**src/rtl/pwmin_pkg.sv**
```systemverilog
// -----------------------------------------------------------------------------
// pwmin_pkg
// Shared definitions for the PWM input capture block.
//   pwmin_state_e : per-channel measurement state
//                   WAIT - no reference rise yet (after reset or a timeout)
//                   MEAS - a rise has been seen, the cycle counter is running
//   FILT_CNT_W    : width of the glitch-filter run counter; wide enough for
//                   FILTER values up to 15
// -----------------------------------------------------------------------------
package pwmin_pkg;

  typedef enum logic {
    WAIT = 1'b0,
    MEAS = 1'b1
  } pwmin_state_e;

  localparam int unsigned FILT_CNT_W = 4;

endpackage : pwmin_pkg

```
**src/rtl/pwmin_channel.sv**
```systemverilog
// -----------------------------------------------------------------------------
// pwmin_channel
// One PWM input measurement channel.
//
// The raw input is synchronised with two flops, optionally inverted, and then
// passed through a run-length filter. The filter accepts a new level only after
// FILTER consecutive samples disagree with the current level. Rises and falls
// of the filtered level drive a two-state measurement FSM. That FSM counts clk
// cycles between rises (period) and from a rise to the following fall (high).
//
// Ports
//   clk       in   system clock, rising edge
//   rst_n     in   asynchronous active-low reset
//   sig_i     in   raw asynchronous PWM input
//   period_o  out  last measured period in clk cycles
//   high_o    out  high time of the same PWM cycle in clk cycles
//   valid_o   out  period_o/high_o hold a complete measurement
//   level_o   out  filtered (and optionally inverted) input level
//   state_o   out  current FSM state, for debug visibility
// -----------------------------------------------------------------------------
module pwmin_channel
  import pwmin_pkg::*;
#(
  parameter int unsigned WIDTH   = 16,
  parameter int unsigned FILTER  = 2,
  parameter int unsigned TIMEOUT = (2**WIDTH) - 1,
  parameter bit          INVERT  = 1'b0
) (
  input  logic             clk,
  input  logic             rst_n,
  input  logic             sig_i,
  output logic [WIDTH-1:0] period_o,
  output logic [WIDTH-1:0] high_o,
  output logic             valid_o,
  output logic             level_o,
  output pwmin_state_e     state_o
);

  localparam logic [WIDTH-1:0]      TIMEOUT_CNT = WIDTH'(TIMEOUT);
  localparam logic [FILT_CNT_W-1:0] FILT_LAST   = FILT_CNT_W'(FILTER - 1);
  localparam logic [WIDTH-1:0]      CNT_ONE     = WIDTH'(1);

  // ---------------------------------------------------------------------------
  // Synchroniser and filter state
  // ---------------------------------------------------------------------------
  logic [1:0]            sync_q;
  logic                  sample;
  logic                  level_q;
  logic                  level_d;
  logic [FILT_CNT_W-1:0] run_q;
  logic [FILT_CNT_W-1:0] run_d;
  logic                  rise;
  logic                  fall;

  // ---------------------------------------------------------------------------
  // Measurement state
  // ---------------------------------------------------------------------------
  pwmin_state_e     state_q;
  logic [WIDTH-1:0] cnt_q;
  logic [WIDTH-1:0] hlat_q;
  logic [WIDTH-1:0] period_q;
  logic [WIDTH-1:0] high_q;
  logic             valid_q;

  always_ff @(posedge clk or negedge rst_n) begin
    if (!rst_n) begin
      sync_q  <= '0;
      level_q <= 1'b0;
      run_q   <= '0;
    end else begin
      sync_q  <= {sync_q[0], sig_i};
      level_q <= level_d;
      run_q   <= run_d;
    end
  end

  // The run counter counts disagreeing samples. The FILTER-th disagreeing
  // sample flips the level in the same cycle, so the counter only has to
  // reach FILTER-1. Any agreeing sample restarts the run from zero.
  always_comb begin
    sample  = sync_q[1] ^ INVERT;
    level_d = level_q;
    run_d   = '0;
    if (sample != level_q) begin
      if (run_q == FILT_LAST) begin
        level_d = sample;
      end else begin
        run_d = run_q + 1'b1;
      end
    end
  end

  // Edges are taken from the filtered level about to be registered. The FSM
  // therefore reacts on the same clk edge that makes the level change
  // visible on level_o. A single level bit cannot rise and fall at once.
  assign rise = level_d & ~level_q;
  assign fall = ~level_d & level_q;

  // ---------------------------------------------------------------------------
  // Measurement FSM
  // cnt_q is 1 on the edge that registers a rise and counts up from there.
  // The next rise therefore sees cnt_q equal to the number of cycles between
  // the two rises. It is bounded by TIMEOUT_CNT, which keeps it from wrapping.
  // ---------------------------------------------------------------------------
  always_ff @(posedge clk or negedge rst_n) begin
    if (!rst_n) begin
      state_q  <= WAIT;
      cnt_q    <= '0;
      hlat_q   <= '0;
      period_q <= '0;
      high_q   <= '0;
      valid_q  <= 1'b0;
    end else begin
      case (state_q)
        WAIT: begin
          // The first rise only opens a measurement window.
          if (rise) begin
            cnt_q   <= CNT_ONE;
            state_q <= MEAS;
          end
        end

        MEAS: begin
          if (fall) begin
            hlat_q <= cnt_q;
          end
          if (rise) begin
            // A rise wins over a simultaneous timeout.
            period_q <= cnt_q;
            high_q   <= hlat_q;
            valid_q  <= 1'b1;
            cnt_q    <= CNT_ONE;
          end else if (cnt_q == TIMEOUT_CNT) begin
            // Input stuck: drop the stale result and wait for a fresh rise.
            state_q  <= WAIT;
            cnt_q    <= '0;
            period_q <= '0;
            high_q   <= '0;
            valid_q  <= 1'b0;
          end else begin
            cnt_q <= cnt_q + 1'b1;
          end
        end

        default: begin
          state_q <= WAIT;
        end
      endcase
    end
  end

  assign period_o = period_q;
  assign high_o   = high_q;
  assign valid_o  = valid_q;
  assign level_o  = level_q;
  assign state_o  = state_q;

endmodule : pwmin_channel

```
**src/rtl/pwmin_capture.sv**
```systemverilog
// -----------------------------------------------------------------------------
// pwmin_capture
// Multi-channel PWM input capture. Each channel independently measures the
// period and high time of its PWM input in clk cycles. Each channel also
// reports its filtered level. Results are packed with channel i in bits
// [i*WIDTH +: WIDTH].
//
// Parameters
//   CHANNELS  number of independent channels (1..32)
//   WIDTH     width of period/high results
//   FILTER    consecutive stable samples needed to accept a level change (1..15)
//   TIMEOUT   cycles without a rise before a channel is invalidated
//             (2 .. 2**WIDTH-1)
//   INVERT    per-channel input inversion mask
//
// Ports
//   clk       in   system clock, rising edge
//   rst_n     in   asynchronous active-low reset
//   SIGNAL    in   asynchronous PWM inputs, one bit per channel
//   period    out  packed last measured periods
//   high      out  packed high times of the same PWM cycles
//   valid     out  per-channel "measurement complete" flags
//   level     out  per-channel filtered input levels
//   dbg_meas  out  per-channel debug view of the FSM: 1 = MEAS, 0 = WAIT
// -----------------------------------------------------------------------------
module pwmin_capture
  import pwmin_pkg::*;
#(
  parameter int unsigned         CHANNELS = 4,
  parameter int unsigned         WIDTH    = 16,
  parameter int unsigned         FILTER   = 2,
  parameter int unsigned         TIMEOUT  = (2**WIDTH) - 1,
  parameter logic [CHANNELS-1:0] INVERT   = '0
) (
  input  logic                      clk,
  input  logic                      rst_n,
  input  logic [CHANNELS-1:0]       SIGNAL,
  output logic [CHANNELS*WIDTH-1:0] period,
  output logic [CHANNELS*WIDTH-1:0] high,
  output logic [CHANNELS-1:0]       valid,
  output logic [CHANNELS-1:0]       level,
  output logic [CHANNELS-1:0]       dbg_meas
);

  pwmin_state_e ch_state [CHANNELS];

  for (genvar i = 0; i < CHANNELS; i++) begin : g_ch
    pwmin_channel #(
      .WIDTH   (WIDTH),
      .FILTER  (FILTER),
      .TIMEOUT (TIMEOUT),
      .INVERT  (INVERT[i])
    ) u_ch (
      .clk      (clk),
      .rst_n    (rst_n),
      .sig_i    (SIGNAL[i]),
      .period_o (period[i*WIDTH +: WIDTH]),
      .high_o   (high[i*WIDTH +: WIDTH]),
      .valid_o  (valid[i]),
      .level_o  (level[i]),
      .state_o  (ch_state[i])
    );

    assign dbg_meas[i] = (ch_state[i] == MEAS);
  end

endmodule : pwmin_capture

```
**config.mk**
```make
export PLATFORM = sky130hd
export DESIGN_NAME = pwmin_capture
export DESIGN_NICKNAME = d
export VERILOG_FILES = /design/src/rtl/pwmin_pkg.sv /design/src/rtl/pwmin_channel.sv /design/src/rtl/pwmin_capture.sv
export SDC_FILE = /design/constraint.sdc
export NUM_CORES = 1
export LEC_CHECK = 0
export CORE_ASPECT_RATIO = 2
export CORE_MARGIN = 3
export CORE_UTILIZATION = 56
export CTS_BUF_LIST = sky130_fd_sc_hd__clkbuf_8 sky130_fd_sc_hd__clkbuf_16
export DETAILED_ROUTE_END_ITERATION = 16
export HOLD_SLACK_MARGIN = 0.08
export PLACE_DENSITY = 0.8
export SLEW_MARGIN = 20
export SYNTH_ARGS = -nofsm -noshare
export SYNTH_HDL_FRONTEND = slang
export SYNTH_SLANG_ARGS = --single-unit
```
**constraint.sdc**
```tcl
create_clock -name clk -period 2.36 [get_ports clk]
set_clock_uncertainty 0.05 [all_clocks]
set_input_delay 0.354 -clock clk [delete_from_list [all_inputs] [get_ports clk]]
set_output_delay 0.354 -clock clk [all_outputs]
set_load 0.005 [all_outputs]
```
==> results.json, run 1 <==
{
  "synthArstFlopShare_pct": 100,
  "vias": 8287,
  "layout_common_cells": "dfrtp_1, clkdlybuf4s50_1, a22o_1",
  "arrival_ns": 2.49,
  "ys_types": 59,
  "critPathRequiredTime_ns": 2.69,
  "dp.cells": 1360,
  "grt_pass1_wl_um": 43900,
  "path_class": "reg2reg",
  "die_x_um": 110,
  "period_needed_ns": 2.16,
  "synth_top_family_by_area": "compound AO/OA/AOI/OAI gates",
  "num_io_pins": 146,
  "worstMarginPinSlew_ns": 0.646,
  "grt_overflow": 0,
  "dieArea_um2": 23300,
  "postLayoutSetupSlackWorst_ns": 0.199,
  "synth_area_um2": 12000,
  "cts_root_buf": "clkbuf_16",
  "slew_headroom_pct": 56.7,
  "antenna_cells": 0,
  "clk_latency_ns": 0.51,
  "critPathLaunchType": "flip-flop",
  "drt_pre_antenna_iters": 5,
  "yosys.area_share.simple_pct": 11.1,
  "routed_wl_um": 26700,
  "io_buffers": 145,
  "setup_tns_ns": 0,
  "vdd_drop_max_v": 0.000782,
  "drv_cap": 0,
  "syn-num-nets": 978,
  "ys_top_cells_by_area": "dfrtp_1, a22o_1, mux2_2, nand2_1, nand3_1",
  "synthAdderAreaFrac_pct": 1.25,
  "drv_slew": 0,
  "area_delta_synth_final_pct": 23.1,
  "min_path_type": "in2reg",
  "synth_seq_cells": 292,
  "coreArea_um2": 21000,
  "final_antenna_net_count": 0,
  "powerDensity_nw_per_um2": 981,
  "cp-end-kind": "flip-flop",
  "drt-initial-drc-count": 316,
  "preCtsSetupSlack_ns": 0.151,
  "routed-wl-met3_um": 1070,
  "gp_congestion": 0.854,
  "drive_gt1_share_pct": 15.8,
  "clkSinkCount": 292,
  "post-route-period-util_pct": 91.6,
  "hpwl_um": 18800,
  "ys_seq_area_share_pct": 60.8,
  "grt_pass1_vias": 8570,
  "gr-usage-all-layers_pct": 23.5,
  "post_drt_wl_per_cell_um": 19.0,
  "via_per_inst": 5.90,
  "synth_compound_area_share_pct": 14.2,
  "top_layer_used": "met4",
  "synth-edff-count": 0,
  "drc": 0,
  "leakage_nw": 6.83,
  "synth_top_area_share_pct": 60.8,
  "yosys.area.top_type": "dfrtp_1",
  "wl_met1_um": 9860,
  "cts_buffers": 25,
  "hold_violations": 0,
  "clockBufferDepth": 3,
  "antenna_found_initial": 0,
  "synth_xor_area_share_pct": 1.97,
  "htreeDepth": 1,
  "muxShareOfSynthArea_pct": 6.85,
  "finish.utilization_pct": 70.3,
  "syn_inst": 960,
  "critPathMaxFanout": 7,
  "dieHeight_um": 213,
  "rows": 75,
  "cts_setup_buffers": 0,
  "syn_area_per_cell_um2": 12.5,
  "fmax_mhz": 463,
  "final_nets": 1137,
  "clkTransAtPathRegs_ns": 0.07,
  "grt_max_degree": 62,
  "initial_utilization_pct": 57.1,
  "dr_wl_met2_um": 14900,
  "yosys_warnings": 0,
  "synthFlopType": "dfrtp_1",
  "stdcell_count": 1405,
  "rsz0062_at_grt": "false",
  "status": "complete, no violations",
  "final_common_cell": "dfrtp_1",
  "cts_tree": "built",
  "setup_violations": 0
}
path summary, 6_finish.rpt:
kind                                                             end  slack [ns]                             start  depth (start not counted)
max in group asynchronous         g_ch[1].u_ch.hlat_q[4]$_DFFE_PN0P_        1.25                             rst_n                          3
worst max-delay path               g_ch[3].u_ch.cnt_q[2]$_DFFE_PN0P_        0.20   g_ch[3].u_ch.run_q[1]$_DFF_PN0_                          7
min in group asynchronous       g_ch[3].u_ch.period_o[2]$_DFFE_PN0P_        0.32                             rst_n                          2
worst min register to register      g_ch[0].u_ch.sync_q[1]$_DFF_PN0_        0.30  g_ch[0].u_ch.sync_q[0]$_DFF_PN0_                          0
worst max register to register     g_ch[3].u_ch.cnt_q[2]$_DFFE_PN0P_        0.20   g_ch[3].u_ch.run_q[1]$_DFF_PN0_                          7
worst min-delay path                g_ch[2].u_ch.sync_q[0]$_DFF_PN0_        0.22                         SIGNAL[2]                          1
critical path, stage by stage, from the launching register on:
cell and delay [ns]:
dfrtp_1 0.40, inv_1 0.06, ha_1 0.12, or3b_1 0.47, or3b_1 0.49, buf_4 0.21
o211ai_1 0.11, o31ai_1 0.12
timing repair:
| item | 4_1_cts | 5_1_grt |
|---|---|---|
| hold buffers | 1 | 0 |
| endpoints found under the setup margin | 0 | 3 |
| gates resized for setup | 0 | 2 |
| hold endpoints to repair | 54 | 0 |
flip-flops by register name (all words and copies together), names as in the netlist:
register,cells
g_ch.u_ch.level_o,4
g_ch.u_ch.sync_q,8
g_ch.u_ch.cnt_q,64
g_ch.u_ch.hlat_q,64
g_ch.u_ch.valid_o,4
g_ch.u_ch.state_o,4
g_ch.u_ch.period_o,64
g_ch.u_ch.high_o,64
g_ch.u_ch.run_q,16
Yosys cell counts, drive strengths merged (6+ instances only):
library cell and instances:
and3 12, nand2b 6, inv 14, xnor2 10, nand2 73, nand3 39
nand4 20, mux2 65, ha 12, dfrtp 292, nor4 9, o211ai 6
clkbuf 35, a21oi 21, o21ai 22, buf 37, nor3 15, mux2i 9
nor2b 8, a31oi 7, nor2 46, a22o 127, xor2 17
per-layer routing:
metal | global-route usage, % | vias up
li1 | - | 3812
met1 | 28.3 | 4196
met2 | 42.7 | 221
met3 | 2.69 | 58
met4 | 8.78 | 0
met5 | 0 | -
metrics by stage:
stage / hold slack [ns] / cell area, µm² / power [W]
floorplan: 0.00841 / 12000 / 0.00883
global placement: 0.280 / 13900 / 0.0104
detailed placement: 0.282 / 13900 / 0.0106
CTS: 0.206 / 14800 / 0.0146
global route: 0.215 / 14800 / 0.0153
finish: 0.224 / 14800 / 0.0145
cells by family (layout without fill, tap and decap cells):
kind of cell,Yosys count,after routing
flops,292,292
simple gates,253,253
compound gates,216,216
buf+inv,86,262
mux,74,74
xor+xnor,27,27
fa+ha+maj,12,12
layout make-up:
| type | instances | area [µm²] |
|---|---|---|
| sequential | 292 | 7310 |
| multi-input combinational | 582 | 4280 |
| timing repair buffer | 204 | 1990 |
| fill | 1504 | 6240 |
| inverter | 14 | 52.6 |
| tap | 269 | 337 |
| clock buffer | 31 | 708 |
| clock inverter | 13 | 103 |
power by group:
part           switching [W]  total [W]  internal, W  leakage, nW
Sequential          0.000753    0.00657      0.00582         3.93
Combinational        0.00194    0.00391      0.00197         2.49
Clock                0.00178    0.00402      0.00224        0.410
Power figures use the tool's default switching activity.
==> run 2: changes to the inputs <==
--- a/config.mk
+++ b/config.mk
@@ -7,12 +7,13 @@
 export LEC_CHECK = 0
 export CORE_ASPECT_RATIO = 2
 export CORE_MARGIN = 3
-export CORE_UTILIZATION = 56
+export CORE_UTILIZATION = 45
 export CTS_BUF_LIST = sky130_fd_sc_hd__clkbuf_8 sky130_fd_sc_hd__clkbuf_16
 export DETAILED_ROUTE_END_ITERATION = 16
 export HOLD_SLACK_MARGIN = 0.08
-export PLACE_DENSITY = 0.8
+export PLACE_DENSITY = 0.66
 export SLEW_MARGIN = 20
 export SYNTH_ARGS = -nofsm -noshare
 export SYNTH_HDL_FRONTEND = slang
+export SYNTH_HIERARCHICAL = 1
 export SYNTH_SLANG_ARGS = --single-unit
==> constraint.sdc (replaced) <==
create_clock -name clk -period 2.36 [get_ports clk]
set_clock_uncertainty 0.05 [all_clocks]
set_input_delay 0.354 -clock clk [delete_from_list [all_inputs] [get_ports clk]]
set_output_delay 0.354 -clock clk [all_outputs]
set_load 0.02 [all_outputs]
==> results.json, run 2 <==
{
  "drt-initial-drc-count": 305,
  "ys_top_cells_by_area": "dfrtp_1, a22o_1, mux2_2, buf_6, nor2_1",
  "antenna_cells": 0,
  "postPlaceCellArea_um2": 14400,
  "status": "complete, no violations",
  "cts_root_buf": "clkbuf_16",
  "worst-path-buf-inv": 1,
  "hold_violations": 0,
  "clockBufferDepth": 3,
  "synthArstFlopShare_pct": 100,
  "yosys.area.top_type": "dfrtp_1",
  "setup_violations": 0,
  "dieHeight_um": 241,
  "wl_met1_um": 11100,
  "syn_area_per_cell_um2": 13.4,
  "vdd_drop_max_v": 0.000624,
  "initial_utilization_pct": 45.9,
  "synth_top_area_share_pct": 59.0,
  "layout_common_cells": "dfrtp_1, clkdlybuf4s50_1, a22o_1",
  "routed_wl_um": 28000,
  "die_x_um": 123,
  "vias": 8219,
  "htreeDepth": 1,
  "fill_cells": 2262,
  "leakage_nw": 6.95,
  "via_per_inst": 5.63,
  "dieArea_um2": 29700,
  "synth.most_common_cell": "dfrtp_1",
  "period_needed_ns": 2.27,
  "drv_cap": 0,
  "hpwl_um": 19400,
  "path_class": "reg2out",
  "synth_compound_area_share_pct": 16.2,
  "worst-path-stages": 1,
  "synth_commonest_cells": "dfrtp_1, a22o_1, mux2_2",
  "synthAdderAreaFrac_pct": 1.21,
  "final_antenna_net_count": 0,
  "grt_pass1_vias": 8637,
  "timing.critical_path.from": "g_ch[3].u_ch/state_o$_DFF_PN0_",
  "syn-num-nets": 946,
  "final_nets": 1114,
  "cts_buffers": 26,
  "gr-usage-all-layers_pct": 19.2,
  "r2r_cells": 5,
  "cts_tree": "built",
  "drc": 0,
  "grt_max_degree": 78,
  "rsz0062_at_grt": "false",
  "slew_headroom_pct": 42.8,
  "reg2reg_slack_ns": 0.16,
  "yosys_warnings": 6,
  "endpoint": "dbg_meas[3]",
  "worstMarginPinSlew_ns": 0.855,
  "post_drt_wl_per_cell_um": 19.2,
  "drive_gt1_share_pct": 17.6,
  "gp_congestion": 0.851,
  "routed-wl-met3_um": 949,
  "top_layer_used": "met4",
  "clkSinkCount": 292,
  "fin_area_um2": 15200,
  "drv_slew": 0,
  "antenna_found_initial": 0,
  "timing.hold.ws_ns": 0.208,
  "r2r_end": "g_ch[2].u_ch/period_o[5]$_DFFE_PN0P_",
  "clk_latency_ns": 0.54,
  "num_io_pins": 146,
  "min_path_type": "in2reg",
  "ff_latch_area_um2": 7310,
  "critical_path.max_stage_delay_ns": 0.71,
  "muxShareOfSynthArea_pct": 6.18,
  "critPathMaxFanout": 13,
  "multi_input_area_um2": 4620,
  "area_delta_synth_final_pct": 23.0,
  "clkTransAtPathRegs_ns": 0.07,
  "synth-edff-count": 0,
  "rows": 85,
  "synth_area_um2": 12400,
  "yosys.area_share.simple_pct": 11.8,
  "final_common_cell": "dfrtp_1",
  "io_buffers": 145,
  "crit_family": "buffers and inverters",
  "drt_pre_antenna_iters": 4,
  "preCtsSetupSlack_ns": 0.166,
  "dp.cells": 1415,
  "stdcell_count": 1459,
  "ys_types": 48,
  "setup_tns_ns": 0,
  "dr_wl_met2_um": 15100,
  "arrival_ns": 1.87,
  "critPathRequiredTime_ns": 1.96,
  "cts_setup_buffers": 0,
  "synthFlopType": "dfrtp_1",
  "ys_seq_area_share_pct": 59.0,
  "synth_xor_area_share_pct": 1.98,
  "synth_top_family_by_area": "compound AO/OA/AOI/OAI gates",
  "grt_overflow": 0,
  "syn_inst": 928,
  "slowest_stage": "clkdlybuf4s50_1",
  "synth_seq_cells": 292,
  "critPathLaunchType": "flip-flop",
  "rr_startpoint": "g_ch[2].u_ch/run_q[0]$_DFF_PN0_",
  "postLayoutSetupSlackWorst_ns": 0.0891,
  "grt_pass1_wl_um": 46100,
  "coreArea_um2": 27000,
  "powerDensity_nw_per_um2": 996,
  "fmax_mhz": 440,
  "crit_chain": "clkdlybuf4s50_1",
  "cp-end-kind": "output port",
  "post-route-period-util_pct": 96.2
}
[run 2: layout make-up]
type | count | share of cell area, %
sequential | 292 | 47.9
inverter | 12 | 0.295
tap | 348 | 2.86
multi-input combinational | 564 | 30.3
clock buffer | 31 | 4.79
timing repair buffer | 200 | 13.1
clock inverter | 12 | 0.714
[run 2: stage by stage]
step | total power, W | util [%]
after detailed placement | 0.0111 | 53.3
after CTS | 0.0154 | 56.4
after global placement | 0.0110 | 53.3
final | 0.0152 | 56.4
after global routing | 0.0160 | 56.4
after floorplan | 0.00925 | -
[run 2: logic make-up after synthesis]
kind of cell               after synthesis
adders and majority gates               12
DFF                                    292
AOI/OAI and AO/OA                      236
xor gates and xnor gates                28
buffers and inverters                   72
muxes                                   68
and+or+nand+nor                        220
[run 2: worst min-delay path by stage]
stage	startpoint	to	slack, ns	depth (start not counted)
after CTS	SIGNAL[2]	g_ch[2].u_ch/sync_q[0]$_DFF_PN0_	0.18	1
after detailed placement	rst_n	g_ch[1].u_ch/period_o[10]$_DFFE_PN0P_	0.25	1
final	SIGNAL[2]	g_ch[2].u_ch/sync_q[0]$_DFF_PN0_	0.21	1
after global routing	SIGNAL[2]	g_ch[2].u_ch/sync_q[0]$_DFF_PN0_	0.20	1
after floorplan	rst_n	g_ch[0].u_ch/cnt_q[0]$_DFFE_PN0P_	0.008	0
after global placement	rst_n	g_ch[1].u_ch/high_o[12]$_DFFE_PN0P_	0.24	1
[run 2: timing repair]
item / CTS / global route
setup endpoints to repair: 0 / 9
hold buffers: 1 / 0
hold endpoints to repair: 61 / 0
gates resized for setup: 0 / 2
[run 2: metal layers]
metal / GRT usage, % / vias to the layer above
met1: 23.2 / 4188
li1: - / 3808
met5: 0 / -
met2: 34.8 / 166
met3: 2.27 / 57
met4: 6.72 / 0
[run 2: power by group]
group          switching [W]  total, W  internal (W)
combinational        0.00240   0.00440       0.00200
clock                0.00182   0.00422       0.00240
sequential          0.000790   0.00657       0.00578
total                0.00500    0.0152        0.0102
==> run 3: changes to the inputs <==
--- a/config.mk
+++ b/config.mk
@@ -5,13 +5,15 @@
 export SDC_FILE = /design/constraint.sdc
 export NUM_CORES = 1
 export LEC_CHECK = 0
+export CELL_PAD_IN_SITES_DETAIL_PLACEMENT = 1
+export CELL_PAD_IN_SITES_GLOBAL_PLACEMENT = 1
 export CORE_ASPECT_RATIO = 2
 export CORE_MARGIN = 3
-export CORE_UTILIZATION = 45
+export CORE_UTILIZATION = 43
 export CTS_BUF_LIST = sky130_fd_sc_hd__clkbuf_8 sky130_fd_sc_hd__clkbuf_16
 export DETAILED_ROUTE_END_ITERATION = 16
 export HOLD_SLACK_MARGIN = 0.08
-export PLACE_DENSITY = 0.66
+export PLACE_DENSITY_LB_ADDON = 0.1
 export SLEW_MARGIN = 20
 export SYNTH_ARGS = -nofsm -noshare
 export SYNTH_HDL_FRONTEND = slang
==> results.json, run 3 (same netlist as run 2, synthesis figures left out) <==
{
  "powerDensity_nw_per_um2": 1010,
  "rsz0062_at_grt": "true",
  "post_drt_wl_per_cell_um": 21.7,
  "preCtsSetupSlack_ns": 0.0655,
  "postPlaceCellArea_um2": 14400,
  "grt_max_degree": 85,
  "dieArea_um2": 31000,
  "cts_tree": "built",
  "initial_utilization_pct": 43.8,
  "slew_headroom_pct": 34.0,
  "multi_input_area_um2": 4660,
  "routed_wl_um": 32100,
  "path_class": "reg2reg",
  "power.internal_w": 0.0102,
  "setup_violations": 0,
  "die_x_um": 126,
  "p_clk_share_pct": 28.0,
  "hold_violations": 0,
  "antenna_found_initial": 0,
  "final_nets": 1120,
  "drive_gt1_share_pct": 18.3,
  "gp_congestion": 0.811,
  "arrival_ns": 2.68,
  "grt_pass1_vias": 9156,
  "drv_cap": 0,
  "clockBufferDepth": 3,
  "vdd_drop_max_v": 0.000619,
  "htreeDepth": 1,
  "worstMarginPinSlew_ns": 0.990,
  "period_needed_ns": 2.26,
  "fmax_mhz": 442,
  "min_path_type": "in2reg",
  "critPathMaxFanout": 16,
  "p_sw_w": 0.00520,
  "drv_slew": 0,
  "post-route-period-util_pct": 95.9,
  "drt-initial-drc-count": 377,
  "setup_tns_ns": 0,
  "gr-usage-all-layers_pct": 20.4,
  "cts_root_buf": "clkbuf_16",
  "reg2reg_slack_ns": 0.1,
  "grt_pass1_wl_um": 51700,
  "power_frac_seq_pct": 43.1,
  "combPwrFrac_pct": 28.9,
  "fin_area_um2": 15300,
  "hpwl_um": 21700,
  "clk_latency_ns": 0.53,
  "clkTransAtPathRegs_ns": 0.06,
  "critPathLaunchType": "flip-flop",
  "leakage_nw": 6.99,
  "io_buffers": 145,
  "layout_common_cells": "dfrtp_1, clkdlybuf4s50_1, a22o_1",
  "via_per_inst": 5.77,
  "clkSinkCount": 292,
  "cp-end-kind": "flip-flop",
  "fill_cells": 2845,
  "antenna_cells": 0,
  "final_common_cell": "dfrtp_1",
  "finish.utilization_pct": 54.2,
  "status": "complete, no violations",
  "area_delta_synth_final_pct": 23.7,
  "dieHeight_um": 246,
  "drt_pre_antenna_iters": 4,
  "swShare_pct": 33.7,
  "power_w": 0.0154,
  "cts_buffers": 27,
  "drc": 0,
  "rows": 87,
  "num_io_pins": 146,
  "postLayoutSetupSlackWorst_ns": 0.0965,
  "ff_latch_area_um2": 7310,
  "final_antenna_net_count": 0,
  "vias": 8527,
  "critPathRequiredTime_ns": 2.78,
  "grt_overflow": 0,
  "coreArea_um2": 28300
}
## run 3: cell types whose count changed in the layout (fill, tap and decap cells not counted), sizes merged
cell | previous run | this run
o21ai | 12 | 15
clkbuf | 31 | 32
buf | 55 | 57
inv | 16 | 20
## run 3: cell type report
class,instances,share of cell area [%]
clock buffers,32,4.86
well taps,356,2.91
inverters,12,0.294
flip-flops and latches,292,47.7
repair buffers,202,13.0
multi-input cells,567,30.4
clock inverters,16,0.784
## run 3: power groups by stage
stage	clock network (W)	registers, W	logic, W
final	0.00432	0.00666	0.00446
after floorplan	0	0.00683	0.00242
after CTS	0.00446	0.00665	0.00446
after global routing	0.00470	0.00679	0.00483
after detailed placement	0	0.00672	0.00444
after global placement	0	0.00669	0.00435
## run 3: final timing paths
kind,start,end,cells past startpoint
worst min register to register,g_ch[0].u_ch/sync_q[0]$_DFF_PN0_,g_ch[0].u_ch/sync_q[1]$_DFF_PN0_,0
worst max register to register,g_ch[0].u_ch/run_q[0]$_DFF_PN0_,g_ch[0].u_ch/period_o[4]$_DFFE_PN0P_,5
min in group asynchronous,rst_n,g_ch[3].u_ch/run_q[1]$_DFF_PN0_,2
max in group asynchronous,rst_n,g_ch[0].u_ch/state_o$_DFF_PN0_,3
worst min-delay path,SIGNAL[0],g_ch[0].u_ch/sync_q[0]$_DFF_PN0_,1
worst max-delay path,g_ch[0].u_ch/run_q[0]$_DFF_PN0_,g_ch[0].u_ch/period_o[4]$_DFFE_PN0P_,5
## run 3: layer usage
layer,wire [µm],track usage [%],up-vias
li1,-,-,3826
met1,12600,24.4,4505
met2,17800,38.3,153
met3,992,2.65,43
met4,723,5.75,0
met5,0,0,-
## run 3: through the flow
| step | std cells | hold WS (ns) |
|---|---|---|
| floorplan | 928 | 0.00841 |
| global placement | 1423 | 0.259 |
| detailed placement | 1423 | 0.265 |
| global route | 1477 | 0.190 |
| CTS | 1472 | 0.175 |
| finish | 1477 | 0.206 |
## run 3: worst max-delay path, stage by stage (launching register included)
cell	delay, ns
dfrtp_1	0.41
ha_1	0.21
or3b_1	0.40
nor2_4	0.10
o21ai_2	0.78
a22o_1	0.24
## run 3: what timing repair did
item	CTS	global route
endpoints found under the hold margin	53	0
setup endpoints to repair	0	125
hold buffers	1	0
resized for setup	0	7
setup buffers	0	2
